`src/rtl/control_pkg.sv`:
```
// Shared decode constants for the control unit, the ALU and benches.
// Holds the opcode encodings, ALU operation codes and the flag bundle type.
package control_pkg;

    localparam logic [6:0] op_rtype  = 7'b0110011;
    localparam logic [6:0] op_itype  = 7'b0010011;
    localparam logic [6:0] op_load   = 7'b0000011;
    localparam logic [6:0] op_store  = 7'b0100011;
    localparam logic [6:0] op_branch = 7'b1100011;

    localparam logic [3:0] alu_and  = 4'b0000;
    localparam logic [3:0] alu_or   = 4'b0001;
    localparam logic [3:0] alu_add  = 4'b0010;
    localparam logic [3:0] alu_xor  = 4'b0011;
    localparam logic [3:0] alu_sll  = 4'b0100;
    localparam logic [3:0] alu_srl  = 4'b0101;
    localparam logic [3:0] alu_sub  = 4'b0110;
    localparam logic [3:0] alu_sra  = 4'b0111;
    localparam logic [3:0] alu_slt  = 4'b1000;
    localparam logic [3:0] alu_sltu = 4'b1001;

    // ALU operation class handed from the main decoder to alu_decoder
    typedef enum logic [1:0] {
        aluop_add   = 2'b00,
        aluop_sub   = 2'b01,
        aluop_rtype = 2'b10,
        aluop_itype = 2'b11
    } aluop_e;

    typedef struct packed {
        logic branch;
        logic memread;
        logic memtoreg;
        logic memwrite;
        logic alusrc;
        logic regwrite;
    } ctrl_flags_t;

    function automatic ctrl_flags_t nop_flags();
        ctrl_flags_t f;
        f = '0;
        return f;
    endfunction

endpackage

```
`src/rtl/alu_decoder.sv`:
```
// Maps the ALU operation class plus funct3/funct7[5] onto a 4-bit ALU control code.
// Purely combinational; the result is registered by the enclosing control unit.
module alu_decoder
    import control_pkg::*;
(
    input  aluop_e     aluop_i,
    input  logic [2:0] funct3_i,
    input  logic       funct7b5_i,
    output logic [3:0] alucontrol_o
);

    logic [3:0] funct_op;
    logic       is_rtype;

    assign is_rtype = (aluop_i == aluop_rtype);

    // funct7[5] only distinguishes SUB in R-type and SRA in both R- and I-type
    always_comb begin
        funct_op = alu_add;
        unique case (funct3_i)
            3'b000:  funct_op = (is_rtype && funct7b5_i) ? alu_sub : alu_add;
            3'b001:  funct_op = alu_sll;
            3'b010:  funct_op = alu_slt;
            3'b011:  funct_op = alu_sltu;
            3'b100:  funct_op = alu_xor;
            3'b101:  funct_op = funct7b5_i ? alu_sra : alu_srl;
            3'b110:  funct_op = alu_or;
            3'b111:  funct_op = alu_and;
            default: funct_op = alu_add;
        endcase
    end

    always_comb begin
        alucontrol_o = alu_add;
        unique case (aluop_i)
            aluop_add:   alucontrol_o = alu_add;
            aluop_sub:   alucontrol_o = alu_sub;
            aluop_rtype: alucontrol_o = funct_op;
            aluop_itype: alucontrol_o = funct_op;
            default:     alucontrol_o = alu_add;
        endcase
    end

endmodule

```
`src/rtl/control.sv`:
```
// Main instruction decoder with a one-cycle registered output stage.
// Flags and ALU class come from the opcode; alu_decoder refines the ALU code.
module control
    import control_pkg::*;
(
    input  logic [31:0] A,
    input  logic        reset,
    output logic        Branch,
    output logic        MemRead,
    output logic        MemtoReg,
    output logic        MemWrite,
    output logic [3:0]  ALUControl,
    output logic        ALUSrc,
    output logic        RegWrite,
    input  logic        clk
);

    logic [6:0]  opcode;
    logic [2:0]  funct3;
    logic        funct7b5;
    ctrl_flags_t dec_flags;
    aluop_e      dec_aluop;
    logic [3:0]  dec_alucontrol;

    ctrl_flags_t flags_q;
    ctrl_flags_t flags_d;
    logic [3:0]  alucontrol_q;
    logic [3:0]  alucontrol_d;

    assign opcode   = A[6:0];
    assign funct3   = A[14:12];
    assign funct7b5 = A[30];

    logic unused_abits;
    assign unused_abits = ^{A[31], A[29:15], A[11:7]};

    always_comb begin
        dec_flags = nop_flags();
        dec_aluop = aluop_add;
        case (opcode)
            op_rtype: begin
                dec_flags.regwrite = 1'b1;
                dec_aluop          = aluop_rtype;
            end
            op_itype: begin
                dec_flags.regwrite = 1'b1;
                dec_flags.alusrc   = 1'b1;
                dec_aluop          = aluop_itype;
            end
            op_load: begin
                dec_flags.regwrite = 1'b1;
                dec_flags.alusrc   = 1'b1;
                dec_flags.memread  = 1'b1;
                dec_flags.memtoreg = 1'b1;
            end
            op_store: begin
                dec_flags.memwrite = 1'b1;
                dec_flags.alusrc   = 1'b1;
            end
            op_branch: begin
                dec_flags.branch = 1'b1;
                dec_aluop        = aluop_sub;
            end
            default: begin
                dec_flags = nop_flags();
                dec_aluop = aluop_add;
            end
        endcase
    end

    alu_decoder u_alu_decoder (
        .aluop_i      (dec_aluop),
        .funct3_i     (funct3),
        .funct7b5_i   (funct7b5),
        .alucontrol_o (dec_alucontrol)
    );

    assign flags_d      = dec_flags;
    assign alucontrol_d = dec_alucontrol;

    // Reset forces the NOP decode so nothing decoded during reset survives it
    always_ff @(posedge clk) begin
        if (!reset) begin
            flags_q      <= nop_flags();
            alucontrol_q <= alu_add;
        end else begin
            flags_q      <= flags_d;
            alucontrol_q <= alucontrol_d;
        end
    end

    assign Branch     = flags_q.branch;
    assign MemRead    = flags_q.memread;
    assign MemtoReg   = flags_q.memtoreg;
    assign MemWrite   = flags_q.memwrite;
    assign ALUSrc     = flags_q.alusrc;
    assign RegWrite   = flags_q.regwrite;
    assign ALUControl = alucontrol_q;

endmodule

```
`config.mk`:
```
export PLATFORM = sky130hd
export DESIGN_NAME = control
export DESIGN_NICKNAME = d
export VERILOG_FILES = /design/src/rtl/control_pkg.sv /design/src/rtl/alu_decoder.sv /design/src/rtl/control.sv
export SDC_FILE = /design/constraint.sdc
export NUM_CORES = 1
export LEC_CHECK = 0
export ABC_CLOCK_PERIOD_IN_PS = 1700
export BUFFER_PORTS_ARGS = -buffer_cell sky130_fd_sc_hd__buf_2
export CAP_MARGIN = 20
export CORE_AREA = 5 5 42 44
export CTS_CLUSTER_DIAMETER = 200
export CTS_CLUSTER_SIZE = 30
export DETAILED_ROUTE_END_ITERATION = 7
export DIE_AREA = 0 0 47 49
export GPL_ROUTABILITY_DRIVEN = 0
export PLACE_DENSITY = 0.7
export SLEW_MARGIN = 20
export SYNTH_ARGS = -nofsm -noshare
export SYNTH_HDL_FRONTEND = slang
export SYNTH_HIERARCHICAL = 1
export SYNTH_SLANG_ARGS = --single-unit
```
`constraint.sdc`:
```
create_clock -name clk -period 1.7 [get_ports clk]
set_clock_uncertainty 0.15 [all_clocks]
set_input_delay 0.255 -clock clk [delete_from_list [all_inputs] [get_ports clk]]
set_output_delay 0.255 -clock clk [all_outputs]
set_load 0.02 [all_outputs]
```
### After elaboration in Yosys (flattened, before gate mapping)

Index checks and enable logic that the tools add are counted.

| cells by class | value |
|---|---|
| reduce and logical (&&, ||, !) cells | 6 |
| mux-type cells | 10 |
| eq/ne operators | 15 |

Operators by type and width:

| kind | number |
|---|---|
| 4-bit one-hot mux with 8 select lines | 1 |
| 7-bit by 6-bit == test with 1-bit output, second input constant | 2 |
| 3-bit == test, second input constant | 4 |
| 4-bit one-hot mux with 3 select lines | 1 |
| 7-bit by 2-bit == test with 1-bit output, second input constant | 1 |
| 7-bit by 5-bit == test with 1-bit output, second input constant | 1 |
| 7-bit == test, second input constant | 1 |
| 3-bit by 2-bit == test with 1-bit output, second input constant | 2 |
| 2-bit one-hot mux with 3 select lines | 1 |
| 3-bit OR reduction | 2 |
| 2-bit == test, second input constant | 2 |
| 1-bit 2-to-1 mux | 4 |
| 2-bit 2-to-1 mux | 2 |
| 3-bit by 1-bit == test with 1-bit output, second input constant | 1 |
| 3-bit zero test | 1 |
| 3-bit 2-to-1 mux | 1 |
| 2-bit by 1-bit == test with 1-bit output, second input constant | 1 |
| 2-bit zero test | 1 |
| 2-bit OR reduction | 1 |
| 1-bit logical AND | 1 |

| storage, ports and cells | value |
|---|---|
| word-level logic and storage cells | 38 |
| output and inout bits | 10 |
| input port bits | 34 |
| register bits | 10 |

### Logic depth before layout (Yosys ltp)

| depth | value |
|---|---|
| depth after elaboration | 7 |
| mapped depth | 7 |
| depth with buffers taken out | 6 |

### Cells and area by module

Netlist, hierarchy kept.

Modules (own cells, without submodules):

| module | cells each | area an instance (µm²) | times used | sequential area each (µm²) |
|---|---|---|---|---|
| control | 28 | 320.3 | 1 | 180.2 |
| alu_decoder | 12 | 61.3 | 1 | 0.0 |

### Worst setup path after synthesis

No wires, ideal clock.

| timing | value |
|---|---|
| kind | input port to flip-flop |
| from | input A[2] |
| to | register alucontrol_q[2], in the netlist ALUControl[2] |
| library setup time | 0.115 ns |
| arrival | 1.155 ns |
| data required time | 1.435 ns |
| setup slack | 0.281 ns |
| path buffers | 1 |
| stages | 7 |
| path through | nand4bb_1 > buf_2 > nor3b_2 > nand2_1 > o21ai_0 > a31oi_1 > and2_1 |

| on the way | value |
|---|---|
| word-level cells in the longest chain between the ends | 7 |
| elaborated cells on any way between the ends | 13 |
| classes of those cells | eq/ne: 6; mux: 4; reduce/logical: 3 |

RTL lines:

| element | line | text |
|---|---|---|
| start: declaration | control.sv:6 | `input logic [31:0] A,` |
| 7-bit == test (tied with other cells) | control.sv:40 | `case (opcode)` |
| 2-bit one-hot mux with 3 select lines (*) | control.sv:40 |  |
| via dec_aluop[1] | control.sv:22 | `aluop_e dec_aluop;` |
| 2-bit == test | alu_decoder.sv:15, alu_decoder.sv:35 |  |
| 1-bit logical AND | alu_decoder.sv:21 | `3'b000: funct_op = (is_rtype && funct7b5_i) ? alu_sub : alu_add;` |
| 3-bit 2-to-1 mux | alu_decoder.sv:21 |  |
| 4-bit one-hot mux with 8 select lines | alu_decoder.sv:20 | `unique case (funct3_i)` |
| 4-bit one-hot mux with 3 select lines (*) | alu_decoder.sv:35 | `unique case (aluop_i)` |
| via alucontrol_d[2] | control.sv:28 | `logic [3:0] alucontrol_d;` |
| end signal: assignment | control.sv:85 | `alucontrol_q <= alu_add;` |
| end signal: assignment | control.sv:88 | `alucontrol_q <= alucontrol_d;` |
| end: declaration | control.sv:27 | `logic [3:0] alucontrol_q;` |

The timed path passes the listed nets; every way through them passes the cells marked *.
A chain may end at the register's enable or synchronous reset.

### Worst setup path after layout

Same ends and word-level chain as after synthesis.

==> results.toml <==
[global_routing]
antenna_found_initial = 0
grt_pass1_wl_mm = 1.235
grt_pass1_vias = 337
grt_max_degree = 7
grt_overflow = 0
grt_util_all_layers_pct = 7.350

[sta]
rsz0062_at_grt = "false"
layout_setup_ws_ns = 0.4308
relSlewSlack_pct = 82.78
max_freq_mhz = 787.9
worstMarginPinSlew_ns = 0.2572
report.final.hold_viol_count = 0
fin_setup_tns_ns = 0
hold_slack_ns = 0.07404
maxSlewViolCount = 0
finalCriticalPeriod_ns = 1.269
setup_viol = 0
finalCritPeriodShare_pct = 74.66

[route]
antenna_left = 0
drc = 0
drtPass1Iterations = 4
vias = 334
vias_per_cell = 4.123
routed_wl_microns = 721
drt_iter0_drc = 4
wl_per_cell_microns = 8.901

[die]
rows = 14
io-pin-count = 44
die_area_sq_um = 2303
die-height_microns = 49
die_w_microns = 47
coreArea_sq_um = 1401
initial_core_util_pct = 27.23

[place]
place_worst_setup_slack_ns = 0.1527
placed_cell_area_sq_um = 506.7
port_buffers = 22
placedCellCount = 77

[critical_path]
crit_type = "input port to flop"
crit_arrival_ns = 1.26
worstPathMaxFanout = 5
start_kind = "input port"
cp.required_ns = 1.69
slowest_delay_ns = 0.28
worstPathCellList = "buf_2, nand4bb_1, nor3b_2, nand2_1, o21ai_0, a31oi_1, and2_1"
cp-end-kind = "flop"
cp_slowest_cell = "nor3b_2"

[power]
power_mw = 0.4069
p_leak_nw = 0.2442
p_per_area_nw_per_um2 = 763.4
ir_worst_vdd_v = 0.0001992

[cells_and_area]
drive_gt1_share_pct = 44.62
n_fill_cell = 151
multi_input_area_sq_um = 185.2
n_antenna_cell = 0
fin_nets = 100
final_cell_area_sq_um = 533.0
instances_no_fill = 81
regArea_sq_um = 180.2
fin_util_pct = 38.04
synthToLayoutAreaGrowth_pct = 39.67

[yosys]
synth.distinct_cells = 21
yosysTopAreaCell = "dfxtp_1"
syn_inst = 40
synthArstFlopShare_pct = 0
yosys-top-cells-area = "dfxtp_1, and2_1, nand2b_1"
ys_warn_count = 6
synth-seq-cells = 9
synth_edf_count = 0
synth_area_per_cell_sq_um = 9.540
synth_seq_area_share_pct = 47.21
ys.flop_type = "dfxtp_1"
synth_top_area_share_pct = 47.21
synth_fp_nets = 74
syn_area_sq_um = 381.6

[clock_tree]
cts_resized = 0
hold_buffers = 0
postCtsSetupBuffers = 0
cts_tree = "done"
cts_root_buffer = "clkbuf_4"
clk_pin_slew_ns = 0.05
cts_max_level = 1
clock_path_buffers = 2
clock-sinks = 9
numCtsBuffers = 3

[min_path]
hp-class = "input port to flop"

[job]
max_cap_viol_count = 0

[outcome]
status = "complete, no violations"
==> final cells by class <==
| type | instances | area share, % |
|---|---|---|
| Tap cell | 16 | 3.756 |
| Sequential cell | 9 | 33.80 |
| Multi-Input combinational cell | 28 | 34.74 |
| Inverter | 1 | 0.7042 |
| Clock buffer | 4 | 4.930 |
| Timing Repair Buffer | 23 | 22.07 |
==> logic make-up after synthesis <==
family                    share of synthesized area, %
buffers and inverters                            4.261
AOI/OAI and AO/OA                                10.49
and+or+nand+nor                                  35.74
xor gates and xnor gates                         2.296
DFF                                              47.21
==> worst max-delay path, delay by kind of cell <==
kind	cells	cell delay, ns
AND/OR/NAND/NOR	4	0.76
AO/OA/AOI/OAI	2	0.15
buffers and inverters	1	0.09
==> registers in the layout, indices dropped and copies added (netlist names) <==
| name | cells |
|---|---|
| ALUSrc | 1 |
| MemRead | 1 |
| Branch | 1 |
| RegWrite | 1 |
| MemWrite | 1 |
| ALUControl | 4 |
==> Yosys cell counts, types with 2 or more instances <==
cell type / number
nor2_1: 2
nand2_1: 4
dfxtp_1: 9
nor3_1: 2
nand2b_1: 3
o21ai_0: 2
and2_1: 4
==> power breakdown <==
group | internal (mW) | switching (mW)
registers | 0.212 | 0.000227
clock network | 0.0897 | 0.0637
logic | 0.0204 | 0.0208
total | 0.322 | 0.0846
==> final timing paths <==
path               from             to  slack, ns  cells past startpoint
setup / recovery   A[2]  ALUControl[2]       0.43                      7
hold / removal    reset  ALUControl[1]       0.07                      2
==> cells in the final DEF (no fill, tap or decap) <==
cell type  Yosys  routed
a211oi_1       1       1
a21boi_0       1       1
or3b_1         1       1
a21oi_2        1       1
inv_1          1       1
a31oi_1        1       1
buf_4          1       1
buf_2          1      22
o21ai_0        2       2
xnor2_1        1       1
clkbuf_4       0       3
nor2_1         2       2
dfxtp_1        9       9
clkbuf_1       0       1
nor3b_1        1       1
nand2b_1       3       3
and2_1         4       4
nand2_1        4       4
nor3b_2        1       1
nand3b_1       1       1
nor4_2         1       1
nand4bb_1      1       1
nor3_1         2       2
==> per-layer routing <==
metal  GRT usage (%)  share of wire (%)  vias to the layer above
met5               0                  0                        -
met4           8.295                2.6                        0
met3          0.7380                9.6                        2
met2           9.955                 48                       12
met1           8.889                 40                      136
li1                -                  -                      184
Power figures use the tool's default switching activity.
